===== src/rtl/gclk_mon_lcar_m5353q_if.sv =====
// Segment report bus of the GCLK burst monitor.
// The monitor drives it; the host/self-check logic consumes it.
interface gclk_mon_lcar_m5353q_if;
  logic        seg_valid;
  logic [11:0] seg_gclk_cnt;
  logic [15:0] seg_dead_cnt;
  logic        err_cnt_mis;
  logic        err_dead_short;
  logic        err_timeout;
  logic [7:0]  err_total;

  modport master (
    output seg_valid,
    output seg_gclk_cnt,
    output seg_dead_cnt,
    output err_cnt_mis,
    output err_dead_short,
    output err_timeout,
    output err_total
  );

  modport slave (
    input seg_valid,
    input seg_gclk_cnt,
    input seg_dead_cnt,
    input err_cnt_mis,
    input err_dead_short,
    input err_timeout,
    input err_total
  );
endinterface


===== src/rtl/gclk_mon_lcar_m5353q.sv =====
// Receive-side GCLK burst monitor: segments time on blank,
// counts GCLK edges and dead time, keeps sticky error flags.
module gclk_mon_lcar_m5353q #(
  parameter int unsigned EXP_GCLK    = 256,
  parameter int unsigned MIN_DEAD    = 8,
  parameter int unsigned TIMEOUT_CYC = 65535
) (
  input  logic clk,
  input  logic xrst,
  input  logic en,
  input  logic clr_err,
  input  logic blank,
  input  logic gclk,
  gclk_mon_lcar_m5353q_if.master rpt
);

  typedef enum logic [1:0] {
    IDLE,
    ARMED,
    COUNT,
    REPORT
  } state_t;

  localparam logic [11:0] EXP = 12'(EXP_GCLK);
  localparam logic [15:0] MIN = 16'(MIN_DEAD);
  localparam logic [15:0] TMO = 16'(TIMEOUT_CYC);

  state_t state;
  state_t state_nxt;

  logic blank_s1;
  logic blank_s2;
  logic blank_d;
  logic gclk_s1;
  logic gclk_s2;
  logic gclk_d;

  logic [11:0] gclk_cnt;
  logic [15:0] idle_cnt;
  logic        seg_tmo;

  logic blank_rise;
  logic blank_fall;
  logic gclk_rise;
  logic gclk_edge;
  logic timeout_hit;

  logic       bad_mis;
  logic       bad_short;
  logic       bad;
  logic [7:0] base_total;

  always_ff @(posedge clk) begin
    if (!xrst) begin
      blank_s1 <= 1'b0;
      blank_s2 <= 1'b0;
      blank_d  <= 1'b0;
      gclk_s1  <= 1'b0;
      gclk_s2  <= 1'b0;
      gclk_d   <= 1'b0;
    end else begin
      blank_s1 <= blank;
      blank_s2 <= blank_s1;
      blank_d  <= blank_s2;
      gclk_s1  <= gclk;
      gclk_s2  <= gclk_s1;
      gclk_d   <= gclk_s2;
    end
  end

  assign blank_rise = blank_s2 & ~blank_d;
  assign blank_fall = ~blank_s2 & blank_d;
  assign gclk_rise  = gclk_s2 & ~gclk_d;
  assign gclk_edge  = gclk_s2 ^ gclk_d;

  // blank rise wins over a timeout in the same cycle
  assign timeout_hit = (idle_cnt == TMO) && !blank_rise;

  always_ff @(posedge clk) begin
    if (!xrst) state <= IDLE;
    else       state <= state_nxt;
  end

  always_comb begin
    state_nxt = state;
    unique case (state)
      IDLE:   state_nxt = ARMED;
      ARMED:  if (blank_fall) state_nxt = COUNT;
      COUNT:  if (blank_rise || timeout_hit) state_nxt = REPORT;
      REPORT: state_nxt = ARMED;
    endcase
    if (!en) state_nxt = IDLE;
  end

  always_ff @(posedge clk) begin
    if (!xrst) begin
      gclk_cnt <= '0;
      idle_cnt <= '0;
      seg_tmo  <= 1'b0;
    end else if (state == ARMED && blank_fall) begin
      gclk_cnt <= '0;
      idle_cnt <= '0;
      seg_tmo  <= 1'b0;
    end else if (state == COUNT) begin
      seg_tmo <= timeout_hit;
      if (!timeout_hit) begin
        if (gclk_rise && gclk_cnt != 12'hfff)
          gclk_cnt <= gclk_cnt + 12'd1;
        if (gclk_edge)
          idle_cnt <= '0;
        else if (idle_cnt != TMO)
          idle_cnt <= idle_cnt + 16'd1;
      end
    end
  end

  assign bad_mis    = (gclk_cnt != EXP);
  assign bad_short  = !seg_tmo && (idle_cnt < MIN);
  assign bad        = bad_mis | bad_short | seg_tmo;
  assign base_total = clr_err ? 8'd0 : rpt.err_total;

  always_ff @(posedge clk) begin
    if (!xrst) begin
      rpt.seg_valid      <= 1'b0;
      rpt.seg_gclk_cnt   <= '0;
      rpt.seg_dead_cnt   <= '0;
      rpt.err_cnt_mis    <= 1'b0;
      rpt.err_dead_short <= 1'b0;
      rpt.err_timeout    <= 1'b0;
      rpt.err_total      <= '0;
    end else begin
      rpt.seg_valid <= (state == REPORT);
      if (state == REPORT) begin
        rpt.seg_gclk_cnt   <= gclk_cnt;
        rpt.seg_dead_cnt   <= idle_cnt;
        rpt.err_cnt_mis    <= (rpt.err_cnt_mis & ~clr_err) | bad_mis;
        rpt.err_dead_short <= (rpt.err_dead_short & ~clr_err) | bad_short;
        rpt.err_timeout    <= (rpt.err_timeout & ~clr_err) | seg_tmo;
        if (bad && base_total != 8'hff)
          rpt.err_total <= base_total + 8'd1;
        else
          rpt.err_total <= base_total;
      end else if (clr_err) begin
        rpt.err_cnt_mis    <= 1'b0;
        rpt.err_dead_short <= 1'b0;
        rpt.err_timeout    <= 1'b0;
        rpt.err_total      <= '0;
      end
    end
  end

endmodule

===== src/flat_wrapper.sv =====
// flat-port wrapper written by rule: the top's interface ports become plain ports
module gclk_mon_lcar_m5353q_flat 
#(
  parameter int unsigned EXP_GCLK    = 256,
  parameter int unsigned MIN_DEAD    = 8,
  parameter int unsigned TIMEOUT_CYC = 65535
)
  (clk, xrst, en, clr_err, blank, gclk, rpt_seg_valid, rpt_seg_gclk_cnt, rpt_seg_dead_cnt, rpt_err_cnt_mis, rpt_err_dead_short, rpt_err_timeout, rpt_err_total);
  gclk_mon_lcar_m5353q_if rpt_i ();
  input  logic clk;
  input  logic xrst;
  input  logic en;
  input  logic clr_err;
  input  logic blank;
  input  logic gclk;
  output wire logic [$bits(rpt_i.seg_valid)-1:0] rpt_seg_valid;
  output wire logic [$bits(rpt_i.seg_gclk_cnt)-1:0] rpt_seg_gclk_cnt;
  output wire logic [$bits(rpt_i.seg_dead_cnt)-1:0] rpt_seg_dead_cnt;
  output wire logic [$bits(rpt_i.err_cnt_mis)-1:0] rpt_err_cnt_mis;
  output wire logic [$bits(rpt_i.err_dead_short)-1:0] rpt_err_dead_short;
  output wire logic [$bits(rpt_i.err_timeout)-1:0] rpt_err_timeout;
  output wire logic [$bits(rpt_i.err_total)-1:0] rpt_err_total;
  assign rpt_seg_valid = rpt_i.seg_valid;
  assign rpt_seg_gclk_cnt = rpt_i.seg_gclk_cnt;
  assign rpt_seg_dead_cnt = rpt_i.seg_dead_cnt;
  assign rpt_err_cnt_mis = rpt_i.err_cnt_mis;
  assign rpt_err_dead_short = rpt_i.err_dead_short;
  assign rpt_err_timeout = rpt_i.err_timeout;
  assign rpt_err_total = rpt_i.err_total;
  gclk_mon_lcar_m5353q #(.EXP_GCLK(EXP_GCLK), .MIN_DEAD(MIN_DEAD), .TIMEOUT_CYC(TIMEOUT_CYC)) u_core (.clk(clk), .xrst(xrst), .en(en), .clr_err(clr_err), .blank(blank), .gclk(gclk), .rpt(rpt_i));
endmodule

===== config.mk =====
export PLATFORM = sky130hd
export DESIGN_NAME = gclk_mon_lcar_m5353q_flat
export DESIGN_NICKNAME = d
export VERILOG_FILES = /design/src/rtl/gclk_mon_lcar_m5353q_if.sv /design/src/rtl/gclk_mon_lcar_m5353q.sv /design/src/flat_wrapper.sv
export SDC_FILE = /design/constraint.sdc
export NUM_CORES = 1
export LEC_CHECK = 0
export BUFFER_PORTS_ARGS = -buffer_cell sky130_fd_sc_hd__buf_2
export CORE_UTILIZATION = 30
export DETAILED_ROUTE_END_ITERATION = 8
export SYNTH_ARGS = -nofsm -noshare
export SYNTH_HDL_FRONTEND = slang
export SYNTH_SLANG_ARGS = --single-unit
export TNS_END_PERCENT = 10

===== constraint.sdc =====
create_clock -name clk -period 1.7 [get_ports clk]
set_input_delay 0.085 -clock clk [delete_from_list [all_inputs] [get_ports clk]]
set_output_delay 0.085 -clock clk [all_outputs]
set_load 0.01 [all_outputs]

# After elaboration in Yosys (flattened, before gate mapping)
# Index checks and enable logic that the tools add are counted.
# totals
wordCells,78
ff_bits,77
in_bits,6
# classes
n_mux,12
n_reduce_logical,17
n_eq_ne,10
addsub,3
bitwise_logic,18
n_lt_le_gt_ge,1
# op_table
operator,n
two-way mux 16 bit,2
two-way mux 8 bit,3
"adder 16 x 1 -> 16 bit, second input constant",1
"== test 16 bit, second input constant",1
"< comparator 16 x 4 -> 1 bit, second input constant",1
"inequality test 16 bit, second input constant",1
"adder 12 x 1 -> 12 bit, second input constant",1
"inequality test 12 bit, second input constant",1
"inequality test 12 x 9 -> 1 bit, second input constant",1
"adder 8 x 1 -> 8 bit, second input constant",1
"inequality test 8 bit, second input constant",1
bitwise AND 1 bit,6
inverter 1 bit,6
one-hot mux 2 bit (3 select lines),1
AND reduction 3 bit,2
logical AND 1 bit,5
OR 1 bit,5
"== test 2 bit, second input constant",2
two-way mux 1 bit,4
two-way mux 2 bit,2
"inequality test 2 x 1 -> 1 bit, second input constant",2
AND reduction 2 bit,2
nonzero test 2 bit,2
OR reduction 2 bit,2
5 further kinds,6

# Depth between registers and ports, before layout
# Gate-level depths: netlist of the first run.
# depth
depth_word,7
ltp_mapped,8
ltp_nobuf,7

# Least setup slack after synthesis of the first run
# OpenSTA, ideal clock, no wires.
# synth_path
path_kind,register -> register
from,register u_core.idle_cnt[0]
to,register u_core.gclk_cnt[10]
t_required_ns,1.630
path_buffers,1
stages_incl_launch_ff,8
period_less_slack_ns,1.761
arrival_time_ns,1.690
setup_time_ns,0.070
path_slack_ns,-0.061
cell_sequence,dfxtp_1 ha_1 and4_4 nand4_4 o21ai_2 buf_6 or4_1 a21oi_1
# synth_via
elab_chain_cells,4
# synth_lines
element,line,source
from (decl),gclk_mon_lcar_m5353q.sv:39,logic [15:0] idle_cnt;
from (signal assigned),gclk_mon_lcar_m5353q.sv:112,idle_cnt <= idle_cnt + 16'd1;
== test 16 bit,gclk_mon_lcar_m5353q.sv:77,assign timeout_hit = (idle_cnt == TMO) && !blank_rise;
logical AND 1 bit,gclk_mon_lcar_m5353q.sv:77,
inverter 1 bit (no line),--,
AND reduction 3 bit (no line),--,
to (signal assigned),gclk_mon_lcar_m5353q.sv:108,gclk_cnt <= gclk_cnt + 12'd1;
to (decl),gclk_mon_lcar_m5353q.sv:38,logic [11:0] gclk_cnt;
# Every way passes these cells.
# A chain may end at the register's enable or synchronous reset.

# Worst setup path after layout of the first run
# layout_path
from,register u_core.idle_cnt[7]
to,register u_core.gclk_cnt[1]
# Same word-level chain as after synthesis.

==> metrics.md, run 1 <==
| Metric | Value |
|---|---|
| Worst Path Arrival | 2.00 ns |
| Tcrit/Tclk final | 102% |
| Total gr overflow | 0 |
| Flop pwr share | 48.5% |
| Clk_skew | 0.00638 ns |
| DRC | 4 |
| CP Max Fanout | 5 |
| CTS root buf | clkbuf_16 |
| P_sw | 852 uW |
| Max Fclk | 578 MHz |
| Adder-Cell Fraction of Synth Area | 3.11% |
| Syn avg cell area | 9.30 um^2 |
| Gp weighted congestion | 0.852 |
| EDFF count, synth | 0 |
| Largest area contributor in the netlist | dfxtp_1 |
| Slew Limit Fails | 0 |
| Critical path's slowest cell | dfxtp_1 |
| Clock power frac | 45.2% |
| Synth top area cells | dfxtp_1 43%, mux2i_1 7.7%, nor2b_1 5.9% |
| Fill count | 1119 |
| Outcome | finished with violations |
| Most common cell in the netlist | dfxtp_1 |
| Port Buffers | 45 |
| Largest family of logic cells by synthesized area | simple AND/OR/NAND/NOR gates |
| Nets | 523 |
| Pwr/cell area | 737 nW/um^2 |
| Commonest cells post-synth | 77 x dfxtp_1, 34 x nor2b_1, 28 x mux2i_1, 27 x a21oi_1, 19 x nand2_1 |
| Vias | 3280 |
| Final ANT Viol Nets | 0 |
| GRT busiest layer | met2 |
| Area grow syn2layout | 41.1% |
| Initial DRC Count | 94 |
| Max stage delay on crit path | 0.39 ns |
| Fin worst setup slack | -0.0305 ns |
| Max-cap violations | 0 |
| Sw frac | 22.6% |
| Number of global-route vias before repair | 3224 |
| IO Pins | 46 |
| Drt pass-1 iters | 6 |
| Int Pwr | 2910 uW |
| HPWL after detailed placement | 6760 um |
| Clock sinks | 77 |
| Total CTS buffers | 9 |
| Async SR Flop Fraction | 0% |
| CP Launch Type | register |
| Predominant post-synthesis flop cell | dfxtp_1 |
| Core area | 11600 um^2 |
| Die area | 12500 um^2 |
| Post-synthesis sequential area ratio | 42.6% |
| Synth warnings | 0 |
| Synth unique cells | 56 |
| ANT cells | 0 |
| Slew @ Worst Pin | 0.343 ns |
| Overall Global Routing Usage | 15.3% |
| Post-synthesis mux area share | 7.75% |
| Starting Density | 31.3% |
| Comb power frac | 6.3% |
| Slew headroom | 77.0% |
| Met3 usage | 4.19% |
| Worst-Skew Late Latency | 0.34 ns |
| Synth Area in Compound Gates | 14.6% |
| GR Util met1 | 18.4% |
| Fin crit period | 1.73 ns |
| Worst-path clk slew | 0.06 ns |
| Final setup TNS | -0.183 ns |
| RSZ-0062 raised after global routing | true |
| Worst VDD drop | 0.626 mV |
| H-tree depth | 3 |
| XOR/XNOR share of the synthesized area | 2.66% |
| Die height | 112 um |
| First-pass GRT wire length | 15400 um |
| Synthesized cell area | 3620 um^2 |
| Yosys top cell area share | 42.6% |
| Syn_nets | 404 |
| Largest net degree at the start of global routing | 24 |
| Setup-failing EPs final | 10 |
| Cells after Synth | 389 |
| Final Hold Violating Endpoints | 0 |
| CTS max path bufs | 2 |
| Most used cell, CP | buf_4 |
| Failing checks | design-rule violations, negative setup slack |
| Critical path required time | 1.97 ns |
| Crit path cell chain | buf_4 -> and3_4 -> nand4_4 -> buf_4 -> o21a_4 -> a31o_2 -> a21oi_2 |
| Met2 Use GR | 26.0% |
| Initial antenna violation count | 0 |
| Synth Area in Simple Gates | 25.4% |
| Hold slack | 0.107 ns |
| Post-Route WL | 9350 um |
| TritonCTS clock tree | built |
| Critical path class | reg -> reg |
| Crit. End Element | register |
| Pleak | 0.00195 uW |
| HP Class | in -> reg |
| Seq cells post-synth | 77 |
| Vias per cell | 5.00 |
| Row count | 39 |
| Avg WL per Cell | 14.3 um |
| Fraction of layout instances using a drive strength above 1 | 38.6% |
| Die width | 112 um |
[flip-flops by register name, summed over array words and instances, names as in the netlist, 2 cells and up]
register and cells:
u_core.idle_cnt 16, u_core.rpt.seg_dead_cnt 16, u_core.gclk_cnt 12, u_core.rpt.seg_gclk_cnt 12, u_core.rpt.err_total 8, u_core.state 2
[critical path, delay by kind of cell (launching register included)]
| family | cells | cell delay (ns) |
|---|---|---|
| and+or+nand+nor | 2 | 0.36 |
| DFF | 1 | 0.39 |
| buffers and inverters | 2 | 0.31 |
| AOI/OAI and AO/OA | 3 | 0.60 |
[power groups by stage]
stage	Combinational, uW	Sequential (uW)	Clock (uW)
after global placement	199	1860	0
final	237	1830	1700
after detailed placement	202	1860	0
after global routing	258	1830	1820
after floorplan	114	1870	0
after CTS	213	1830	1750
[final timing paths]
| check | cells after the start | slack (ns) | from | endpoint |
|---|---|---|---|---|
| hold reg to reg | 1 | 0.43 | u_core.gclk_s1$_SDFF_PN0_ | u_core.gclk_s2$_SDFF_PN0_ |
| setup reg to reg | 7 | -0.03 | u_core.idle_cnt[7]$_SDFFE_PP0P_ | u_core.gclk_cnt[1]$_SDFFE_PP0P_ |
| hold / removal | 3 | 0.11 | en | u_core.state[0]$_SDFFE_PN0P_ |
| setup / recovery | 7 | -0.03 | u_core.idle_cnt[7]$_SDFFE_PP0P_ | u_core.gclk_cnt[1]$_SDFFE_PP0P_ |
[layer usage]
| metal | wire, um | share of wire [%] |
|---|---|---|
| met5 | 0 | 0 |
| met4 | 177 | 1.9 |
| met3 | 386 | 4.1 |
| met2 | 4650 | 50 |
| met1 | 4140 | 44 |
[what timing repair did]
action / CTS / global route
setup endpoints to repair: 25 / 34
gates resized for setup: 17 / 39
hold buffers: 2 / 0
endpoints found under the hold margin: 2 / 0
pin swaps: 10 / 18
buffers inserted: 1 / 2
[logic make-up after synthesis]
family / Yosys count
flops: 77
simple gates: 154
xor+xnor: 11
mux: 28
buf+inv: 32
compound gates: 78
fa+ha+maj: 9
[stage by stage]
step | area, um^2 | util (%) | setup WS (ns) | cells | power [uW]
floorplan | 3620 | - | -0.00545 | 389 | 1980
global placement | 4540 | 39.3 | -0.167 | 635 | 2060
detailed placement | 4540 | 39.3 | -0.205 | 635 | 2070
CTS | 4910 | 42.4 | -0.0799 | 654 | 3790
global route | 5100 | 44.1 | -0.0997 | 656 | 3900
finish | 5100 | 44.1 | -0.0305 | 656 | 3760
[layout make-up]
class	count	area (um^2)	share of cell area, %
multi-input cells	280	2190	42.8
flip-flops and latches	77	1550	30.4
repair buffers	127	878	17.2
clock buffers	11	233	4.56
well taps	143	179	3.50
inverters	13	48.8	0.956
clock inverters	5	27.5	0.539
[cells in the final DEF (no fill, tap or decap), types with 9 or more instances in the layout]
cell	instances
nor2_1	16
a21oi_1	21
mux2i_1	28
nand2_1	19
or3_1	12
o21ai_0	12
buf_4	76
nand3_1	13
nor2b_1	33
clkbuf_16	9
and2_1	9
nand4_1	9
inv_1	13
dfxtp_1	69
xnor2_1	9
buf_2	45
Power figures use the tool's default switching activity.
==> run 2, diff against run 1 <==
--- a/config.mk
+++ b/config.mk
@@ -8,6 +8,7 @@
 export BUFFER_PORTS_ARGS = -buffer_cell sky130_fd_sc_hd__buf_2
 export CORE_UTILIZATION = 30
 export DETAILED_ROUTE_END_ITERATION = 8
+export MAX_ROUTING_LAYER = met4
 export SYNTH_ARGS = -nofsm -noshare
 export SYNTH_HDL_FRONTEND = slang
 export SYNTH_SLANG_ARGS = --single-unit
==> run 2 against run 1 <==
Against the previous run:
- the run still ends with design-rule violations, negative setup slack left
- non-clock buffer count unchanged
- critical endpoint unchanged
- setup slack improved by 0.00056 ns
- count of clock-buffer cells in the layout unchanged
- cell count unchanged
- wire length increased by 0.37%
- clock power about the same
- first-iteration DRC count unchanged
- largest power group unchanged
- total power about the same
- flip-flop and latch count unchanged
- combinational power about the same
- worst hold slack improved by 0.0027 ns
==> metrics.md, run 2 (synthesized netlist as in run 1, its figures left out) <==
| Metric | Value |
|---|---|
| Drt pass-1 iters | 6 |
| Final ANT Viol Nets | 0 |
| Max stage delay on crit path | 0.39 ns |
| # placed instances | 635 |
| Finished Layout Cells | 656 |
| Fill count | 1118 |
| CP Buf/Inv Count | 2 |
| Vias | 3265 |
| IO Pins | 46 |
| Area grow syn2layout | 41.1% |
| Gp weighted congestion | 0.865 |
| Slew @ Worst Pin | 0.342 ns |
| Worst VDD drop | 0.626 mV |
| First-pass GRT wire length | 15400 um |
| Post-Route WL | 9390 um |
| Crit. End Element | register |
| Tcrit/Tclk final | 102% |
| Total gr overflow | 0 |
| Failing checks | design-rule violations, negative setup slack |
| Flop pwr share | 48.5% |
| CP Max Fanout | 5 |
| CP Launch Type | register |
| Core area | 11600 um^2 |
| Initial DRC Count | 94 |
| Hold slack | 0.109 ns |
| Nets | 523 |
| Final Hold Violating Endpoints | 0 |
| Commonest non-fill, non-tap cell in the layout | buf_4 |
| Die height | 112 um |
| Row count | 39 |
| Commonest non-fill, non-tap cells in the layout | 76 x buf_4, 70 x dfxtp_1, 45 x buf_2 |
| Critical path's slowest cell | dfxtp_1 |
| Vias per cell | 4.98 |
| HPWL after detailed placement | 6760 um |
| Critical path class | reg -> reg |
| Outcome | finished with violations |
| CTS max path bufs | 2 |
| Fraction of layout instances using a drive strength above 1 | 38.4% |
| HP Class | in -> reg |
| Most used cell, CP | buf_4 |
| RSZ-0062 raised after global routing | true |
| Pleak | 0.00195 uW |
| Crit path cell chain | buf_4 -> and3_4 -> nand4_4 -> buf_4 -> o21a_4 -> a31o_2 -> a21oi_2 |
| DRC | 4 |
| Worst-Skew Late Latency | 0.34 ns |
| H-tree depth | 3 |
| Avg WL per Cell | 14.3 um |
| ANT cells | 0 |
| Max-cap violations | 0 |
| Cell Area, Placed | 4540 um^2 |
| Register area | 1550 um^2 |
| Worst-path clk slew | 0.06 ns |
| Die width | 112 um |
| Critical path's top delay family | compound AO/OA/AOI/OAI gates |
| Starting Density | 31.3% |
| Port Buffers | 45 |
| Sw frac | 22.7% |
| Clock power frac | 45.2% |
| Clock sinks | 77 |
| Worst Path Arrival | 2.00 ns |
| Setup-failing EPs final | 10 |
| Initial antenna violation count | 0 |
| Die area | 12500 um^2 |
| Overall Global Routing Usage | 15.9% |
| Int Pwr | 2910 uW |
| Largest registers | u_core.idle_cnt (16), u_core.rpt.seg_dead_cnt (16) |
| CTS root buf | clkbuf_16 |
| Clk_skew | 0.00651 ns |
| Slew headroom | 77.0% |
| Max Fclk | 578 MHz |
| Multi-input gate area | 2190 um^2 |
| Comb power frac | 6.3% |
| Largest net degree at the start of global routing | 24 |
| P_sw | 855 uW |
| Critical path required time | 1.97 ns |
| Slew Limit Fails | 0 |
| Fin worst setup slack | -0.0299 ns |
| Final Cell Area | 5100 um^2 |
| Fin crit period | 1.73 ns |
| Pwr/cell area | 738 nW/um^2 |
| Total CTS buffers | 9 |
| TritonCTS clock tree | built |
| Number of global-route vias before repair | 3225 |
-- run 2: cell counts in the layout (fill, tap and decap cells not counted) --
Identical to the previous run, type by type.
-- run 2: repair_timing --
action / CTS / global route
buffers inserted: 1 / 2
hold buffers: 2 / 0
resized for setup: 17 / 38
endpoints found under the setup margin: 25 / 34
pin swaps: 10 / 18
hold endpoints to repair: 2 / 0
-- run 2: per-stage QoR --
| step | setup TNS, ns | util (%) | total power (uW) | worst slack, ns |
|---|---|---|---|---|
| after detailed placement | -1.80 | 39.3 | 2070 | -0.205 |
| after global placement | -0.895 | 39.3 | 2060 | -0.167 |
| final | -0.171 | 44.1 | 3770 | -0.0299 |
| after global routing | -1.40 | 44.1 | 3910 | -0.0996 |
| after floorplan | -0.0221 | - | 1980 | -0.00545 |
| after CTS | -0.473 | 42.4 | 3790 | -0.0799 |
-- run 2: path summary, 6_finish.rpt --
check	end	cells past startpoint	startpoint	slack, ns
worst max register to register	u_core.gclk_cnt[1]$_SDFFE_PP0P_	7	u_core.idle_cnt[7]$_SDFFE_PP0P_	-0.03
worst min register to register	u_core.gclk_s2$_SDFF_PN0_	1	u_core.gclk_s1$_SDFF_PN0_	0.43
worst min-delay path	u_core.state[0]$_SDFFE_PN0P_	3	en	0.11
worst max-delay path	u_core.gclk_cnt[1]$_SDFFE_PP0P_	7	u_core.idle_cnt[7]$_SDFFE_PP0P_	-0.03
-- run 2: power by group through the flow --
stage	clock (uW)	combinational (uW)	sequential, uW
final	1700	237	1830
after floorplan	0	114	1870
after global placement	0	199	1860
after CTS	1750	213	1830
after detailed placement	0	202	1860
after global routing	1820	258	1830
-- run 2: worst register-to-register path, stage by stage, from the launching register on --
cell and delay [ns]:
dfxtp_1 0.39, buf_4 0.14, and3_4 0.22, nand4_4 0.14, buf_4 0.17, o21a_4 0.23, a31o_2 0.24, a21oi_2 0.12
-- run 2: area by class of cell --
type	instances	share of cell area [%]
clock buffers	11	4.56
clock inverters	5	0.539
inverters	13	0.956
multi-input cells	280	42.9
flip-flops and latches	77	30.4
well taps	143	3.51
repair buffers	127	17.2
-- run 2: per-layer routing --
metal	up-vias	part of all wire, %	global-route usage, %
met5	-	0	-
met4	0	1.8	5.95
met3	13	3.8	4.35
met2	61	50	26.2
met1	1551	45	18.3
li1	1640	-	-
